<file path="src/rtl/pio_bus_bridge.sv">
// Register-slave front end for the pio core: decodes RP2040-style register offsets into
// single-cycle command strobes, captures read data, and shadows write-only configuration.
//
// state   | meaning
// S_IDLE  | waiting for req; decode and dispatch
// S_ISSUE | action strobe on the core command port for one cycle
// S_CAPTURE | core dout valid; latch into rdata
// S_STALL | target TX FIFO full; counting toward timeout
// S_ACK   | ack pulse; req ignored
module pio_bus_bridge #(
    parameter int NUM_MACHINES = 4,
    parameter int STALL_MAX    = 255
) (
    input  logic                    clk,
    input  logic                    reset,
    input  logic                    req,
    input  logic                    we,
    input  logic [11:0]             addr,
    input  logic [31:0]             wdata,
    output logic                    ack,
    output logic                    err,
    output logic [31:0]             rdata,
    output logic [5:0]              action,
    output logic [1:0]              mindex,
    output logic [4:0]              index,
    output logic [31:0]             din,
    input  logic [31:0]             pio_dout,
    input  logic [NUM_MACHINES-1:0] tx_full,
    input  logic [NUM_MACHINES-1:0] rx_empty
);

    localparam int CW = $clog2(STALL_MAX + 1);

    localparam logic [5:0] ACT_NONE = 6'd0,  ACT_INSTR = 6'd1,  ACT_PEND = 6'd2,
                           ACT_PULL = 6'd3,  ACT_PUSH = 6'd4,   ACT_GRPS = 6'd5,
                           ACT_EN   = 6'd6,  ACT_DIV = 6'd7,    ACT_IMM = 6'd9,
                           ACT_SHIFT = 6'd10, ACT_RD_IRQ = 6'd11, ACT_RD_INTR = 6'd12,
                           ACT_RD_I0E = 6'd13, ACT_RD_I0F = 6'd14, ACT_RD_I0S = 6'd15,
                           ACT_RD_I1E = 6'd16, ACT_RD_I1F = 6'd17, ACT_RD_I1S = 6'd18,
                           ACT_WR_IRQ = 6'd19, ACT_WR_FORCE = 6'd20, ACT_WR_I0E = 6'd21,
                           ACT_WR_I0F = 6'd22, ACT_WR_I1E = 6'd23, ACT_WR_I1F = 6'd24;

    // Word addresses (byte offset >> 2)
    localparam logic [9:0] A_CTRL = 10'd0,  A_FSTAT = 10'd1, A_TXF = 10'd4, A_RXF = 10'd8,
                           A_IRQ = 10'd12,  A_FORCE = 10'd13,
                           A_IMEM_LO = 10'd18, A_IMEM_HI = 10'd49,
                           A_INTR = 10'd74, A_I0E = 10'd75, A_I0F = 10'd76, A_I0S = 10'd77,
                           A_I1E = 10'd78,  A_I1F = 10'd79, A_I1S = 10'd80;
    localparam int SM_BASE = 50;

    typedef enum logic [2:0] {S_IDLE, S_ISSUE, S_CAPTURE, S_STALL, S_ACK} state_t;

    state_t          state, state_nx;
    logic [CW-1:0]   stall_cnt, cnt_nx;
    logic [3:0]      ctrl_shadow;
    logic [31:0]     sm_shadow [NUM_MACHINES][4];

    logic [9:0]      aw;
    logic            addr_unused;
    logic [3:0]      txf4, rxe4;
    logic [31:0]     fstat;

    logic            d_err, d_txf, d_rxf, d_ctrl_wr, d_sh_wr;
    logic [5:0]      d_code;
    logic [1:0]      d_n, d_slot, sm_n;
    logic [4:0]      d_index;
    logic [31:0]     d_din, d_rdata;
    logic            sm_hit;
    logic [2:0]      sm_reg;

    logic            ack_nx, err_nx, ctrl_we, sh_we;
    logic [31:0]     rdata_nx, din_nx;
    logic [5:0]      action_nx;
    logic [1:0]      mindex_nx;
    logic [4:0]      index_nx;

    assign aw          = addr[11:2];
    assign addr_unused = ^addr[1:0];
    assign txf4        = 4'(tx_full);
    assign rxe4        = 4'(rx_empty);
    assign fstat       = {12'b0, txf4, 4'b0, rxe4, 8'b0};

    always_comb begin
        d_err     = 1'b1;
        d_code    = ACT_NONE;
        d_txf     = 1'b0;
        d_rxf     = 1'b0;
        d_ctrl_wr = 1'b0;
        d_sh_wr   = 1'b0;
        d_slot    = 2'd0;
        d_n       = 2'd0;
        d_index   = 5'd0;
        d_din     = we ? wdata : 32'd0;
        d_rdata   = 32'd0;
        sm_hit    = 1'b0;
        sm_n      = 2'd0;
        sm_reg    = 3'd0;
        for (int i = 0; i < NUM_MACHINES; i++) begin
            if (aw >= 10'(SM_BASE + 6 * i) && aw < 10'(SM_BASE + 6 * i + 6)) begin
                sm_hit = 1'b1;
                sm_n   = 2'(i);
                sm_reg = 3'(aw - 10'(SM_BASE + 6 * i));
            end
        end

        if (aw == A_CTRL) begin
            d_err = 1'b0;
            if (we) begin
                d_code    = ACT_EN;
                d_ctrl_wr = 1'b1;
            end else begin
                d_rdata = {28'b0, ctrl_shadow};
            end
        end else if (aw == A_FSTAT) begin
            d_err = 1'b0;
            if (!we) d_rdata = fstat;
        end else if (aw >= A_TXF && aw < A_TXF + 10'(NUM_MACHINES)) begin
            if (we) begin
                d_err  = 1'b0;
                d_code = ACT_PUSH;
                d_txf  = 1'b1;
                d_n    = 2'(aw - A_TXF);
            end
        end else if (aw >= A_RXF && aw < A_RXF + 10'(NUM_MACHINES)) begin
            if (!we) begin
                d_err  = 1'b0;
                d_code = ACT_PULL;
                d_rxf  = 1'b1;
                d_n    = 2'(aw - A_RXF);
            end
        end else if (aw == A_IRQ) begin
            d_err  = 1'b0;
            d_code = we ? ACT_WR_IRQ : ACT_RD_IRQ;
        end else if (aw == A_FORCE) begin
            if (we) begin
                d_err  = 1'b0;
                d_code = ACT_WR_FORCE;
            end
        end else if (aw >= A_IMEM_LO && aw <= A_IMEM_HI) begin
            d_err = 1'b0;
            if (we) begin
                d_code  = ACT_INSTR;
                d_index = 5'(aw - A_IMEM_LO);
                d_din   = {16'b0, wdata[15:0]};
            end
        end else if (sm_hit) begin
            d_n = sm_n;
            case (sm_reg)
                3'd0: begin
                    d_err = 1'b0; d_slot = 2'd0; d_sh_wr = we;
                    if (we) begin
                        d_code = ACT_DIV;
                        d_din  = {8'b0, wdata[31:8]};
                    end else d_rdata = sm_shadow[sm_n][0];
                end
                3'd1: begin
                    d_err = 1'b0; d_slot = 2'd1; d_sh_wr = we;
                    if (we) d_code = ACT_PEND; else d_rdata = sm_shadow[sm_n][1];
                end
                3'd2: begin
                    d_err = 1'b0; d_slot = 2'd2; d_sh_wr = we;
                    if (we) d_code = ACT_SHIFT; else d_rdata = sm_shadow[sm_n][2];
                end
                3'd3: if (!we) d_err = 1'b0;
                3'd4: if (we) begin
                    d_err  = 1'b0;
                    d_code = ACT_IMM;
                end
                3'd5: begin
                    d_err = 1'b0; d_slot = 2'd3; d_sh_wr = we;
                    if (we) d_code = ACT_GRPS; else d_rdata = sm_shadow[sm_n][3];
                end
                default: d_err = 1'b1;
            endcase
        end else if (aw == A_INTR) begin
            if (!we) begin d_err = 1'b0; d_code = ACT_RD_INTR; end
        end else if (aw == A_I0E) begin
            d_err = 1'b0; d_code = we ? ACT_WR_I0E : ACT_RD_I0E;
        end else if (aw == A_I0F) begin
            d_err = 1'b0; d_code = we ? ACT_WR_I0F : ACT_RD_I0F;
        end else if (aw == A_I0S) begin
            if (!we) begin d_err = 1'b0; d_code = ACT_RD_I0S; end
        end else if (aw == A_I1E) begin
            d_err = 1'b0; d_code = we ? ACT_WR_I1E : ACT_RD_I1E;
        end else if (aw == A_I1F) begin
            d_err = 1'b0; d_code = we ? ACT_WR_I1F : ACT_RD_I1F;
        end else if (aw == A_I1S) begin
            if (!we) begin d_err = 1'b0; d_code = ACT_RD_I1S; end
        end
    end

    always_comb begin
        state_nx  = state;
        cnt_nx    = stall_cnt;
        ack_nx    = 1'b0;
        err_nx    = err;
        rdata_nx  = rdata;
        action_nx = ACT_NONE;
        mindex_nx = mindex;
        index_nx  = index;
        din_nx    = din;
        ctrl_we   = 1'b0;
        sh_we     = 1'b0;
        case (state)
            S_IDLE: if (req) begin
                err_nx   = d_err;
                rdata_nx = d_rdata;
                ctrl_we  = !d_err && d_ctrl_wr;
                sh_we    = !d_err && d_sh_wr;
                if (d_err || d_code == ACT_NONE) begin
                    state_nx = S_ACK;
                    ack_nx   = 1'b1;
                end else if (d_txf && tx_full[d_n]) begin
                    state_nx = S_STALL;
                    cnt_nx   = '0;
                end else if (d_rxf && rx_empty[d_n]) begin
                    state_nx = S_ACK;
                    ack_nx   = 1'b1;
                end else begin
                    state_nx  = S_ISSUE;
                    action_nx = d_code;
                    mindex_nx = d_n;
                    index_nx  = d_index;
                    din_nx    = d_din;
                end
            end
            S_ISSUE: begin
                if (we) begin
                    state_nx = S_ACK;
                    ack_nx   = 1'b1;
                end else begin
                    state_nx = S_CAPTURE;
                end
            end
            S_CAPTURE: begin
                rdata_nx = pio_dout;
                state_nx = S_ACK;
                ack_nx   = 1'b1;
            end
            S_STALL: begin
                if (!tx_full[d_n]) begin
                    state_nx  = S_ISSUE;
                    action_nx = d_code;
                    mindex_nx = d_n;
                    index_nx  = d_index;
                    din_nx    = d_din;
                end else if (stall_cnt == CW'(STALL_MAX - 1)) begin
                    state_nx = S_ACK;
                    ack_nx   = 1'b1;
                    err_nx   = 1'b1;
                end else begin
                    cnt_nx = stall_cnt + CW'(1);
                end
            end
            S_ACK:   state_nx = S_IDLE;
            default: state_nx = S_IDLE;
        endcase
    end

    always_ff @(posedge clk or negedge reset) begin
        if (!reset) begin
            state       <= S_IDLE;
            stall_cnt   <= '0;
            ack         <= 1'b0;
            err         <= 1'b0;
            rdata       <= 32'd0;
            action      <= ACT_NONE;
            mindex      <= 2'd0;
            index       <= 5'd0;
            din         <= 32'd0;
            ctrl_shadow <= 4'd0;
            for (int i = 0; i < NUM_MACHINES; i++)
                for (int j = 0; j < 4; j++)
                    sm_shadow[i][j] <= 32'd0;
        end else begin
            state     <= state_nx;
            stall_cnt <= cnt_nx;
            ack       <= ack_nx;
            err       <= err_nx;
            rdata     <= rdata_nx;
            action    <= action_nx;
            mindex    <= mindex_nx;
            index     <= index_nx;
            din       <= din_nx;
            // restart bits of CTRL are pulses in the core and never read back
            if (ctrl_we) ctrl_shadow <= wdata[3:0];
            if (sh_we) sm_shadow[d_n][d_slot] <= wdata;
        end
    end

endmodule

</file>
<file path="config.mk">
export PLATFORM = sky130hd
export DESIGN_NAME = pio_bus_bridge
export DESIGN_NICKNAME = d
export VERILOG_FILES = /design/src/rtl/pio_bus_bridge.sv
export SDC_FILE = /design/constraint.sdc
export NUM_CORES = 1
export LEC_CHECK = 0
export CAP_MARGIN = 20
export CORE_AREA = 2 2 258 260
export CTS_BUF_LIST = sky130_fd_sc_hd__clkbuf_2 sky130_fd_sc_hd__clkbuf_4 sky130_fd_sc_hd__clkbuf_8
export CTS_CLUSTER_DIAMETER = 150
export DETAILED_ROUTE_END_ITERATION = 8
export DIE_AREA = 0 0 260 262
export SLEW_MARGIN = 20
export SYNTH_ARGS = -nofsm -noshare
export SYNTH_HDL_FRONTEND = slang
export SYNTH_SLANG_ARGS = --single-unit
</file>
<file path="constraint.sdc">
create_clock -name clk -period 3.8 [get_ports clk]
set_clock_uncertainty 0.2 [all_clocks]
set_input_delay 0.76 -clock clk [delete_from_list [all_inputs] [get_ports clk]]
set_output_delay 0.76 -clock clk [all_outputs]
set_load 0.05 [all_outputs]
</file>
* After elaboration in Yosys (flattened, before gate mapping)
Cells that the tools add are included.
Storage, ports and cells: flip-flop bits (word level) 606, bits in latches 0, memory bits (writable) 0, bits in read-only memories 0, input port bits 88, output and inout bits 79, logic and storage cells 314, memories 0
Operators by class: add/sub/neg operators 8, multiply operators 0, divide/modulo/power cells 0, order comparisons 20, eq/ne operators 29, shifts and indexed selects 0, muxes and demuxes 201, bitwise operators 3, reduce and logical (&&, ||, !) cells 27
Operator list (count):
- $mux 32 | 31
- $bwmux 512 | 1
- $mux 128 | 3
- $bmux 128 s2 | 1
- $demux 128 s2 | 1
- $pmux 32 s2 | 2
- $pmux 32 s4 | 1
- $mux 5 | 21
- $mux 6 | 17
- $eq 10x7->1 const B | 7
- $demux 32 s2 | 1
- $mux 1 | 55
- $mux 2 | 27
- $mux 3 | 16
- $mux 8 | 5
- $ge 10x6->1 const B | 3
- $mux 4 | 6
- $eq 10x4->1 const B | 2
- $lt 10x4->1 const B | 2
- $lt 10x6->1 const B | 2
- $lt 10x7->1 const B | 2
- $mux 20 | 1
- $pmux 4 s5 | 1
- $ne 2x2->1 const B | 9
- 42 further kinds | 71

* Logic depth before layout (Yosys ltp)
depth after elaboration 24, depth in mapped cells 16, depth with buffers taken out 11

* Least setup slack after synthesis
OpenSTA, ideal clock, no wires.
path kind input to register, from input port addr[4], to register sm_shadow[449] (netlist name), library setup time 0.125 ns, arrival time 3.773 ns, path slack -0.299 ns, cell stages on the path 13, path through buf_2 > buf_1 > inv_1 > ha_1 > and4_1 > o21ai_2 > nand2_1 > a211o_1 > or4b_1 > or2_4 > nor2_8 > buf_12 > mux2_4
On the way: cells in the longest elaborated chain, start to end 24, elaborated cells on any way between the ends 113
Ends and longest elaborated chain:
- start: declaration | line 18 | input logic [11:0] addr,
- $ge 10x6->1 / $lt 10x6->1 (equally long branches) | line 99 | if (aw >= 10'(SM_BASE + 6 * i) && aw < 10'(SM_BASE + 6 * i + 6)) begin
- $logic_and 1x1->1 | line 99
- $mux 3 (4 in a row) | line 99
- $eq 3x3->1 (tied with other cells) | line 148 | case (sm_reg)
- $pmux 2 s3 | line 148
- $mux 2 | line 146 | end else if (sm_hit) begin
- $mux 2 | line 139 | end else if (aw >= A_IMEM_LO && aw <= A_IMEM_HI) begin
- $mux 2 | line 134 | end else if (aw == A_FORCE) begin
- (+5 left out)
- $not 2->3 (implied by the code) | line 287 | if (sh_we) sm_shadow[d_n][d_slot] <= wdata;
- $ge 3x3->1 (implied by the code) / $lt 3x1->1 (equally long branches) | line 287
- $logic_and 1x1->1 (implied by the code) | line 287
- $mux 32 (implied by the code) | line 287
- $demux 32 s2 | line 287
- $mux 128 (implied by the code) | line 287
- $demux 128 s2 | line 287
- $bwmux 512 | line 287
- end signal: indexed assignment | line 287
- end: declaration | line 56 | logic [31:0] sm_shadow [NUM_MACHINES][4];
Several ways; a longest one is shown, not always the timed one. A chain may end at the register's enable or synchronous reset.

* Worst setup path in the final report
from input port addr[4], to register din[13]
On the way: cells in the longest elaborated chain, start to end 21, elaborated cells on any way between the ends 129
Ends and longest elaborated chain:
- parallel branches: the longest is 21 deep, another holds $ge 10x6->1
- end signal: assignment | line 284 | din <= din_nx;
- end: declaration | line 26 | output logic [31:0] din,
Several ways; the timed one is not identified. The select of a mux whose other input is x is not followed.

==> results.yml <==
place:
  post_dp_cell_area_mm2: 0.0337
  gp_congestion: 0.882
  dp_hpwl_mm: 59.7
  port_buffers: 163
  placedCellCount: 3465
finish:
  multi_input_area_mm2: 0.0130
  final_core_util: 0.552
  seq_area_mm2: 0.0151
  antennaDiodeCount: 0
  final_cells: 3643
  fin_area_mm2: 0.0360
  drive_above_1_share: 0.358
  fillers: 5511
  layout.nets: 2802
  syn2layout_area_growth_pct: 23.9
drt:
  first_iter_violations: 1809
  vias: 21700
  wirelength_mm: 91.4
  drc: 0
  viasPerCell: 5.96
  wire_per_inst_um: 25.1
  drtAntennaViolNets: 0
  dr.pass1.iters: 5
setup_path:
  cp_slowest_stage_delay_ps: 480
  slowest_stage: "clkdlybuf4s50_1"
  cp-start-kind: "input pin"
  cp_num_buf_inv: 4
  cp.arrival_ps: 4150
  critical_path.top_delay_family: "buffers and inverters"
  crit_type: "in -> reg"
  critPathCaptureType: "register"
  worst-endpoint-required_ps: 4190
  worstPathCellList: "clkdlybuf4s50_1 > buf_6 > nand4_1 > and4_4 > a32o_2 > o31ai_4 > buf_4 > xnor2_1 > a21o_1 > nand4b_1 > a31oi_4 > buf_12 > mux2_1"
  worstPathMaxFanout: 22
grt:
  grt_first_pass_wirelength_mm: 140
  grt.total_usage: 0.270
  grt_remaining_overflow: 0
  grt_antenna_before_repair: 0
  grt_pass1_vias: 22500
  grt_max_degree: 129
min_path:
  hp-class: "reg -> reg"
timing:
  finalCriticalPeriod_ps: 3760
  fmax_mhz: 266
  slew_headroom: 0.263
  setup_viol: 0
  slew_violations: 0
  finalCritPeriodShare: 0.990
  finalHoldViolations: 0
  rsz0062_at_grt: "yes"
  worst_pin_slew_ps: 1100
floorplanning:
  start_util: 0.445
  core_mm2: 0.0653
  fp.dieH_um: 262
  row_count: 94
  dieArea_mm2: 0.0681
  pin_count: 167
  fp.dieW_um: 260
synthesis:
  synth_top_area_share: 0.521
  ys_top_cells_by_area: "dfrtp_1 52%, mux2_2 13%, mux2_4 6.2%"
  synth_top_area_cell: "dfrtp_1"
  seq_area_frac_synth: 0.521
  synth_area_mm2: 0.0291
  synth_edf_count: 0
  postSynthAreaPerCell_um2: 12.2
  ys.flop_type: "dfrtp_1"
  ys_warn_count: 0
  ys_types: 87
  syn-num-nets: 2467
  ys_seq_elements: 605
  netlist_instances: 2373
  async_flop_share: 1.00
power:
  finalPower_mw: 15.2
  p_leak_nw: 16.8
  powerDensity_mw_per_mm2: 422
  peakVddDrop_mv: 0.430
clock_tree:
  clock_sinks: 605
  clock-root-buffer: "clkbuf_8"
  clockBufferDepth: 3
  insertion_delay_ps: 740
  clkTransAtPathRegs_ps: 60
  htree_levels: 3
  cts_buffers: 102
  cts_tree: "yes"
status:
  status: "completed"
job:
  maxCapViolations: 0
==> routing by layer <==
| metal | global-route usage | up-vias | wire length (µm) |
|---|---|---|---|
| met2 | 0.430 | 679 | 42700 |
| met4 | 0.0920 | 0 | 2680 |
| met3 | 0.0427 | 162 | 4770 |
| met1 | 0.379 | 11400 | 41200 |
| met5 | 0 | - | 0 |
| li1 | - | 9492 | - |
==> power by group <==
group	switching, mW	internal [mW]
combinational	1.36	0.822
clock	2.71	3.44
sequential	0.154	6.69
total	4.22	11.0
==> cells in the final DEF (no fill, tap or decap), drive strengths merged, types with 4 or more instances in the layout <==
master | netlist | layout
nor4 | 25 | 25
xnor2 | 6 | 6
or2 | 6 | 6
nand4 | 8 | 8
a31oi | 15 | 15
inv | 15 | 18
o221ai | 193 | 193
nor3 | 10 | 10
a22o | 9 | 9
clkdlybuf4s50 | 0 | 156
o21ai | 121 | 121
clkbuf | 145 | 161
a21o | 6 | 6
and4 | 4 | 4
clkinv | 2 | 9
nand2b | 5 | 5
nand3 | 14 | 14
ha | 6 | 6
a21oi | 169 | 169
mux2 | 548 | 548
nand2 | 217 | 217
o41ai | 9 | 9
nor3b | 6 | 6
and2 | 7 | 7
mux2i | 11 | 11
dfrtp | 605 | 605
dlygate4sd2 | 0 | 6
nor2b | 6 | 6
a22oi | 24 | 24
buf | 70 | 283
nor2 | 57 | 57
==> flip-flops by register name (all words and copies together), names as in the netlist <==
name,cells
err,1
sm_shadow,512
action,5
mindex,2
rdata,32
index,5
ack,1
stall_cnt,8
din,32
ctrl_shadow,4
state,3
==> cell usage after synthesis, drive strengths merged (4+ instances only) <==
cell type / n
o21ai: 121
nand4: 8
nor2: 57
nand2: 217
a21o: 6
nand2b: 5
nor2b: 6
a22oi: 24
clkbuf: 145
and2: 7
nand3: 14
and4: 4
nor4: 25
xnor2: 6
inv: 15
o41ai: 9
o221ai: 193
a21oi: 169
dfrtp: 605
mux2: 548
nor3b: 6
mux2i: 11
a22o: 9
a31oi: 15
buf: 70
ha: 6
nor3: 10
or2: 6
==> path summary, 6_finish.rpt <==
kind / cells past startpoint / endpoint / startpoint / slack, ps
max: 13 / din[13] / addr[4] / 40
min: 1 / sm_shadow[91] / sm_shadow[91] / 280
max reg2reg: 7 / sm_shadow[389] / state[2] / 280
min reg2reg: 1 / sm_shadow[91] / sm_shadow[91] / 280
max in group asynchronous: 4 / sm_shadow[302] / reset / 1920
min in group asynchronous: 2 / sm_shadow[144] / reset / 380
==> area by class of cell <==
class,count,area share
timing repair buffer,446,0.128
sequential,605,0.421
clock buffer,161,0.0551
multi-input combinational,1536,0.360
tap,864,0.0300
clock inverter,14,0.00469
inverter,17,0.00181
==> per-stage QoR <==
step,setup slack [ps],TNS (ps),hold WS (ps)
floorplan,2.18,0,258
global placement,-787,-371950,267
detailed placement,-845,-404110,275
CTS,6.76,0,287
global route,-7.51,-20.8,303
finish,38.9,0,283
==> what timing repair did <==
action / 4_1_cts / 5_1_grt
pin swaps: 4 / 11
endpoints found under the hold margin: 45 / 0
setup buffers: 0 / 3
resized for setup: 10 / 15
hold buffers: 1 / 0
endpoints found under the setup margin: 71 / 175
==> cells by family (layout without fill, tap and decap cells) <==
group                      count (synthesis)  in the layout  synth area share
other                                      1              1          0.000129
xor gates and xnor gates                   9              9           0.00271
AOI/OAI and AO/OA                        578            578             0.135
buffers and inverters                    232            638            0.0410
adders and majority gates                  6              6           0.00258
muxes                                    559            559             0.232
and+or+nand+nor                          383            383            0.0653
DFF                                      605            605             0.521
(Power assumes the default switching activity.)
